File: src/rtl/vga_bounce_box.sv
// Pixel stage after the 640x480 timing generator: draws a bouncing square on a flat background.
// Define VGA_BORDER_EN to add a white one-pixel frame around the visible area.
module vga_bounce_box #(
    parameter int          H_ACTIVE  = 640,
    parameter int          V_ACTIVE  = 480,
    parameter int          BOX_SIZE  = 32,
    parameter int          STEP      = 2,
    parameter logic [11:0] BOX_COLOR = 12'hF00,
    parameter logic [11:0] BG_COLOR  = 12'h008
) (
    input  logic       clk_25,
    input  logic       rst,
    input  logic [9:0] x_count,
    input  logic [9:0] y_count,
    input  logic       hsync_in,
    input  logic       vsync_in,
    input  logic       active_in,
    input  logic       pause,
    output logic [3:0] vga_r,
    output logic [3:0] vga_g,
    output logic [3:0] vga_b,
    output logic       hsync_out,
    output logic       vsync_out,
    output logic       frame_tick
);

    typedef enum logic { DIR_POS, DIR_NEG } dir_t;

    typedef struct packed {
        logic [10:0] pos;
        dir_t        dir;
    } axis_t;

    localparam logic [10:0] X_MAX  = 11'(H_ACTIVE - BOX_SIZE);
    localparam logic [10:0] Y_MAX  = 11'(V_ACTIVE - BOX_SIZE);
    localparam logic [10:0] STEP_W = 11'(STEP);
    localparam logic [10:0] BOX_W  = 11'(BOX_SIZE);

    // One bounce step along an axis: clamp to the wall and reverse on contact.
    function automatic axis_t step_axis(input axis_t a, input logic [10:0] lim);
        axis_t r;
        r = a;
        if (a.dir == DIR_POS) begin
            if (a.pos >= lim - STEP_W) begin
                r.pos = lim;
                r.dir = DIR_NEG;
            end else begin
                r.pos = a.pos + STEP_W;
            end
        end else begin
            if (a.pos <= STEP_W) begin
                r.pos = '0;
                r.dir = DIR_POS;
            end else begin
                r.pos = a.pos - STEP_W;
            end
        end
        return r;
    endfunction

    axis_t ax, ay, ax_nxt, ay_nxt;
    logic  eof;
    logic  in_box;
    logic  [10:0] x_ext, y_ext;

    logic        s1_in_box, s1_active, s1_hsync, s1_vsync;
    logic [11:0] pix;

    assign eof   = (x_count == 10'd0) && (y_count == 10'(V_ACTIVE));
    assign x_ext = {1'b0, x_count};
    assign y_ext = {1'b0, y_count};

    always_comb begin
        ax_nxt = step_axis(ax, X_MAX);
        ay_nxt = step_axis(ay, Y_MAX);
    end

    // NOTE: all state uses non-blocking assignments so every register samples the same edge values.
    always_ff @(posedge clk_25) begin
        if (rst) begin
            ax <= '{pos: X_MAX / 11'd2, dir: DIR_POS};
            ay <= '{pos: Y_MAX / 11'd2, dir: DIR_POS};
        end else if (eof && !pause) begin
            ax <= ax_nxt;
            ay <= ay_nxt;
        end
    end

    // The eof pixel uses the old position; it lies in blanking, so no tearing is visible.
    assign in_box = (x_ext >= ax.pos) && (x_ext < ax.pos + BOX_W) &&
                    (y_ext >= ay.pos) && (y_ext < ay.pos + BOX_W);

`ifdef VGA_BORDER_EN
    logic s1_border;

    always_ff @(posedge clk_25) begin
        if (rst) begin
            s1_border <= 1'b0;
        end else begin
            s1_border <= (x_count == 10'd0) || (x_count == 10'(H_ACTIVE - 1)) ||
                         (y_count == 10'd0) || (y_count == 10'(V_ACTIVE - 1));
        end
    end
`endif

    always_ff @(posedge clk_25) begin
        if (rst) begin
            s1_in_box  <= 1'b0;
            s1_active  <= 1'b0;
            s1_hsync   <= 1'b1;
            s1_vsync   <= 1'b1;
            frame_tick <= 1'b0;
        end else begin
            s1_in_box  <= in_box;
            s1_active  <= active_in;
            s1_hsync   <= hsync_in;
            s1_vsync   <= vsync_in;
            frame_tick <= eof;
        end
    end

    always_ff @(posedge clk_25) begin
        if (rst) begin
            pix       <= '0;
            hsync_out <= 1'b1;
            vsync_out <= 1'b1;
        end else begin
            hsync_out <= s1_hsync;
            vsync_out <= s1_vsync;
            if (!s1_active) begin
                pix <= '0;
`ifdef VGA_BORDER_EN
            end else if (s1_border) begin
                pix <= 12'hFFF;
`endif
            end else if (s1_in_box) begin
                pix <= BOX_COLOR;
            end else begin
                pix <= BG_COLOR;
            end
        end
    end

    assign vga_r = pix[11:8];
    assign vga_g = pix[7:4];
    assign vga_b = pix[3:0];

endmodule
File: config.mk
export PLATFORM = sky130hd
export DESIGN_NAME = vga_bounce_box
export DESIGN_NICKNAME = d
export VERILOG_FILES = /design/src/rtl/vga_bounce_box.sv
export SDC_FILE = /design/constraint.sdc
export NUM_CORES = 1
export LEC_CHECK = 0
export ABC_AREA = 1
export BUFFER_PORTS_ARGS = -buffer_cell sky130_fd_sc_hd__buf_4
export CAP_MARGIN = 15
export CORE_MARGIN = 3
export CORE_UTILIZATION = 60
export CTS_CLUSTER_SIZE = 28
export DETAILED_ROUTE_END_ITERATION = 10
export MAX_ROUTING_LAYER = met4
export PLACE_DENSITY = 0.85
export SETUP_SLACK_MARGIN = 0.1
export SYNTH_ARGS = -nofsm -noshare
export SYNTH_HDL_FRONTEND = slang
export SYNTH_SLANG_ARGS = --single-unit
File: constraint.sdc
create_clock -name clk_25 -period 4.14 [get_ports clk_25]
set_clock_uncertainty 0.1 [all_clocks]
set_input_delay 0.414 -clock clk_25 [delete_from_list [all_inputs] [get_ports clk_25]]
set_output_delay 0.414 -clock clk_25 [all_outputs]
set_load 0.01 [all_outputs]
==> results_dict.tcl, run 1 <==
set metrics [dict create \
    status "finished, final reports clean" \
    ir_worst_vdd_v 0.000135 \
    avgSynthCellArea_um2 6.27 \
    ctsHoldBuffers 0 \
    yosys-top-cells-count "nand2_1 (116), nor2_1 (76), inv_1 (59)" \
    vias 3386 \
    final.fill_count 521 \
    r2r_end "s1_in_box" \
    yosysMostFrequentCell "nand2_1" \
    synth_async_sr_flop_share_pct 0 \
    p_clk_share_pct 39.8 \
    dieArea_mm2 0.00629 \
    grt_max_degree 25 \
    cts_max_level 2 \
    grt_use_total_pct 27.2 \
    firstDrtPassIters 5 \
    cp-start-kind "flip-flop" \
    place_hpwl_mm 6.26 \
    leakagePower_nw 1.76 \
    nNetsFinal 602 \
    rows 26 \
    io-pin-count 41 \
    clkSinkCount 31 \
    maxSlewViolCount 0 \
    critPathCaptureType "flip-flop" \
    drt-vias-per-instance 5.59 \
    p_int_w 0.000468 \
    timing.final.setup_violations 0 \
    cp-endpoint "s1_in_box" \
    path_clk_slew_ps 80 \
    cp.arrival_ps 2350 \
    crit_start "ax[6]" \
    rrSetupSlack_ps 1910 \
    hp-class "in -> reg" \
    dpl_worst_slack_ps 1890 \
    synth.area.top_cells "dfxtp_1 (19%), ha_1 (16%), nand2_1 (14%)" \
    p_per_area_mw_per_mm2 180 \
    seqCellArea_um2 621 \
    cts_buffers 5 \
    ctsResizeCount 0 \
    cts_tree "built" \
    final.setup.tns_ps 0 \
    hold_ws_ps 204 \
    post-cts-setup-buffers 0 \
    syn_to_final_growth_pct 8.62 \
    wl_mm 8.13 \
    place_congestion 0.925 \
    crit_fanout 8 \
    ant_nets 0 \
    cts_buffer_depth 2 \
    seq_area_frac_synth_pct 19.3 \
    worst_pin_slew_ps 720 \
    timing.fmax_mhz 449 \
    wire_per_inst_um 13.4 \
    clk_latency_ps 300 \
    synth_top_area_share_pct 19.3 \
    antenna_found_initial 0 \
    post-route-drc-count 0 \
    ys.flop_type "dfxtp_1" \
    first_global_vias 3055 \
    ys_types 33 \
    worst_r2r_path_depth 13 \
    numPortBuffers 33 \
    fin_crit_sh_pct 53.8 \
    netSwitchingPower_w 0.000163 \
    cp.required_ps 4270 \
    p_comb_share_pct 12.4 \
    drv_cap 0 \
    r2r-start "ax[6]" \
    syn_area_mm2 0.00322 \
    crit_type "reg -> reg" \
    grt_setup_unrepaired "false" \
    synth_edf_count 0 \
    ys_ff_latch 31 \
    die_x_um 79.3 \
    drtIter0Drc 334 \
    yosysWarningCount 0 \
    multiInputGateArea_mm2 0.00222 \
    slew_headroom_pct 51.9 \
    setup_ws_ps 1910 \
    grt_pass1_wl_mm 13.5 \
    die_y_um 79.3 \
    seq_power_share_pct 47.8 \
    synthCells 514 \
    diodes 0 \
    swShare_pct 25.8 \
    layout-drive-gt1-share_pct 11.8 \
    cts-root-buf "clkbuf_8" \
    gr-total-overflow 0 \
    initial_core_util_pct 62.7 \
    synth_top_cell_by_area "dfxtp_1" \
    hold_viol_final 0 \
    core_area_mm2 0.00514 \
    period_needed_ps 2230 \
]
cells in the final DEF, fill, tap and decap left out, drive strengths merged:
cell type    n
nor3         8
o211ai       2
a31oi        1
nand3b       4
clkinv       1
dfxtp       31
conb         7
o21ai       31
ha          40
or2          4
a21oi       34
inv         61
nand4        7
xnor2        2
a21o         2
buf         33
clkbuf       6
nand3       47
o22ai        2
nand2      117
xor2        10
a21boi       1
nor2        85
metal layers:
layer	wire length (µm)	vias to the layer above	share of wire, %	track usage, %
met3	710	16	8.7	3.51
li1	-	1688	-	-
met2	3640	165	45	42.3
met5	0	-	0	-
met4	110	0	1.4	8.76
met1	3670	1517	45	36.7
power groups by stage:
| stage | registers, W | logic [W] | clock network (W) |
|---|---|---|---|
| 2_1_floorplan | 0.000309 | 0.0000464 | 0 |
| 3_3_place_gp | 0.000309 | 0.0000759 | 0 |
| 3_5_place_dp | 0.000309 | 0.0000781 | 0 |
| 4_1_cts | 0.000302 | 0.0000783 | 0.000245 |
| 5_1_grt | 0.000302 | 0.0000897 | 0.000260 |
| 6_report | 0.000302 | 0.0000780 | 0.000252 |
kinds of logic after synthesis:
| logic type | share of synthesized area [%] |
|---|---|
| compound gates | 12.0 |
| xor+xnor | 3.26 |
| fa+ha+maj | 15.5 |
| buf+inv | 12.4 |
| flops | 19.3 |
| other cells | 0.116 |
| simple gates | 37.5 |
cell type report:
type / count / area share, %
clock buffers: 6 / 2.36
clock inverters: 1 / 0.143
inverters: 61 / 6.61
multi-input cells: 404 / 63.6
flip-flops and latches: 31 / 17.7
well taps: 70 / 2.50
repair buffers: 33 / 7.08
sequential cells by signal, summed over array words and instances (netlist names):
register / count
s1_active: 1
s1_hsync: 1
pix: 2
ax: 11
s1_vsync: 1
hsync_out: 1
ay: 11
s1_in_box: 1
vsync_out: 1
frame_tick: 1
how the worst min path moves through the flow:
stage | from | depth (start not counted) | endpoint
2_1_floorplan | s1_hsync | 1 | hsync_out
3_3_place_gp | s1_hsync | 1 | hsync_out
3_5_place_dp | s1_vsync | 1 | vsync_out
4_1_cts | vsync_in | 2 | s1_vsync
5_1_grt | vsync_in | 2 | s1_vsync
6_report | vsync_in | 2 | s1_vsync
critical path, stage by stage, from the launching register on:
cell and delay, ps:
dfxtp_1 510, inv_1 230, ha_1 330, inv_1 50, ha_1 290, inv_1 60
nor2_1 30, a21oi_1 130, nand3_1 90, nand2_1 70, nand2_1 40, nand2_1 50
nand3_1 80, nor2_1 100
stage by stage:
| step | instance area (µm²) | power [W] | cells | utilization (%) |
|---|---|---|---|---|
| 6_report | 3500 | 0.000632 | 606 | 68.1 |
| 5_1_grt | 3500 | 0.000652 | 606 | 68.1 |
| 4_1_cts | 3500 | 0.000625 | 606 | 68.1 |
| 3_5_place_dp | 3410 | 0.000387 | 599 | 66.4 |
| 3_3_place_gp | 3410 | 0.000385 | 599 | 66.4 |
| 2_1_floorplan | 3240 | 0.000356 | 520 | - |
Power figures use the tool's default switching activity.
==> run 2: changes to the inputs <==
CORE_UTILIZATION = 59   (was 60)
PLACE_DENSITY = 0.84   (was 0.85)
clock period = 2.2 ns   (was 4.14 ns; I/O delays follow)
==> run 2 against run 1 <==
- maximum frequency up 11%
- first-iteration DRC count shrank 17%
- setup slack got worse by 1700 ps
- clock-buffer cell count is 2 higher
- via count down 1.4%
- die area grew 1.6%
- routed wire length shrank 1.1%
- register-to-register slack worse by 1700 ps
- sequential power grew 88%
- design area increased by 1.8%
- critical path depth down 3
- largest cell class unchanged
- highest routed layer unchanged
==> results_dict.tcl, run 2 (synthesis gave the netlist of run 1 again) <==
set metrics [dict create \
    cp-endpoint "s1_in_box" \
    layout-drive-gt1-share_pct 13.3 \
    wire_per_inst_um 13.1 \
    seq_power_share_pct 46.2 \
    syn_to_final_growth_pct 10.6 \
    worst-path-buf-inv 1 \
    post-cts-setup-buffers 0 \
    clkSinkCount 31 \
    hold_viol_final 0 \
    nNetsFinal 608 \
    grt_pass1_wl_mm 13.3 \
    grt_setup_unrepaired "true" \
    cts-root-buf "clkbuf_8" \
    first_global_vias 3025 \
    worst_r2r_path_depth 10 \
    worst-path-stages 10 \
    place_congestion 0.962 \
    grt_max_degree 25 \
    final_common_cell "nand2_1" \
    dieArea_mm2 0.00638 \
    leakagePower_nw 1.80 \
    die_y_um 79.9 \
    gr-total-overflow 0 \
    core_area_mm2 0.00520 \
    p_comb_share_pct 12.2 \
    final_cell_mix "nand2_1 (116), nor2_1 (75), inv_1 (59)" \
    initial_core_util_pct 61.9 \
    place_hpwl_mm 6.27 \
    drtIter0Drc 277 \
    p_int_w 0.000922 \
    timing.final.setup_violations 0 \
    period_needed_ps 2010 \
    vias 3340 \
    r2r_end "s1_in_box" \
    diodes 0 \
    cp.arrival_ps 2100 \
    antenna_found_initial 0 \
    cp-start-kind "flip-flop" \
    timing.fmax_mhz 498 \
    maxSlewViolCount 0 \
    hp-class "in -> reg" \
    ant_nets 0 \
    numPortBuffers 33 \
    clk_latency_ps 290 \
    drv_cap 0 \
    post-route-drc-count 0 \
    top_regs "ax: 11 flops, ay: 11 flops, pix: 2 flops" \
    cts_max_level 2 \
    ir_worst_vdd_v 0.000281 \
    cts_buffers 5 \
    p_clk_share_pct 41.5 \
    r2r-start "ax[6]" \
    ctsHoldBuffers 0 \
    status "finished, final reports clean" \
    cp.required_ps 2290 \
    rrSetupSlack_ps 190 \
    rows 26 \
    grt_use_total_pct 26.2 \
    cp_cell_sequence "buf_4 -> ha_1 -> nand2_1 -> nor2_2 -> xor2_1 -> ha_1 -> a21boi_0 -> nand2_1 -> nand3_1 -> nor2_1" \
    io-pin-count 41 \
    drt-vias-per-instance 5.45 \
    crit_fanout 6 \
    fin_crit_sh_pct 91.2 \
    slowest_delay_ps 380 \
    critPathCaptureType "flip-flop" \
    p_per_area_mw_per_mm2 345 \
    swShare_pct 25.0 \
    crit_type "reg -> reg" \
    power_w 0.00123 \
    cts_tree "built" \
    ctsResizeCount 0 \
    cp_top_family "simple AND/OR/NAND/NOR gates" \
    firstDrtPassIters 5 \
    worst_path_max_delay_cell "dfxtp_1" \
    cts_buffer_depth 2 \
    die_x_um 79.9 \
    path_clk_slew_ps 70 \
    netSwitchingPower_w 0.000308 \
    final.setup.tns_ps 0 \
    wl_mm 8.04 \
    crit_start "ax[6]" \
]
run 2: stage by stage:
step	hold slack [ps]	utilization (%)	cells	cell area, µm²	worst slack (ps)
floorplan	219	-	520	3240	320
global placement	293	66.4	605	3460	266
detailed placement	301	66.4	605	3460	208
global route	22.8	68.4	613	3560	45.8
CTS	17.8	68.3	613	3560	191
finish	16.4	68.4	613	3560	193
run 2: worst register-to-register path: stages (launching register included):
cell      delay (ps)
dfxtp_1          380
buf_4            160
ha_1             180
nand2_1          120
nor2_2           160
xor2_1            90
ha_1             270
a21boi_0         210
nand2_1           90
nand3_1          110
nor2_1            40
run 2: layer usage:
layer / GRT usage [%] / up-vias / wire length (µm)
met5: - / - / 0
met4: 6.59 / 0 / 116
met3: 3.05 / 19 / 623
met2: 40.1 / 148 / 3440
met1: 36.7 / 1472 / 3860
li1: - / 1701 / -
run 2: worst min path at each step:
stage             start   endpoint  slack [ps]  cells after the start
6_report       hsync_in   s1_hsync          20                      2
5_1_grt        hsync_in   s1_hsync          20                      2
4_1_cts        hsync_in   s1_hsync          20                      2
3_5_place_dp   s1_hsync  hsync_out         300                      1
3_3_place_gp   s1_hsync  hsync_out         290                      1
2_1_floorplan       rst      ay[7]         220                      2
run 2: area by class of cell:
type	count	area, µm²
repair buffers	39	293
multi-input cells	404	2230
flip-flops and latches	31	623
fillers	459	1640
inverters	61	231
well taps	70	87.6
clock buffers	8	100
run 2: power by group through the flow:
stage	Combinational [W]	Sequential, W	Clock, W
finish	0.000151	0.000568	0.000511
global route	0.000171	0.000569	0.000530
CTS	0.000150	0.000568	0.000514
detailed placement	0.000149	0.000581	0
global placement	0.000143	0.000581	0
floorplan	0.0000874	0.000582	0
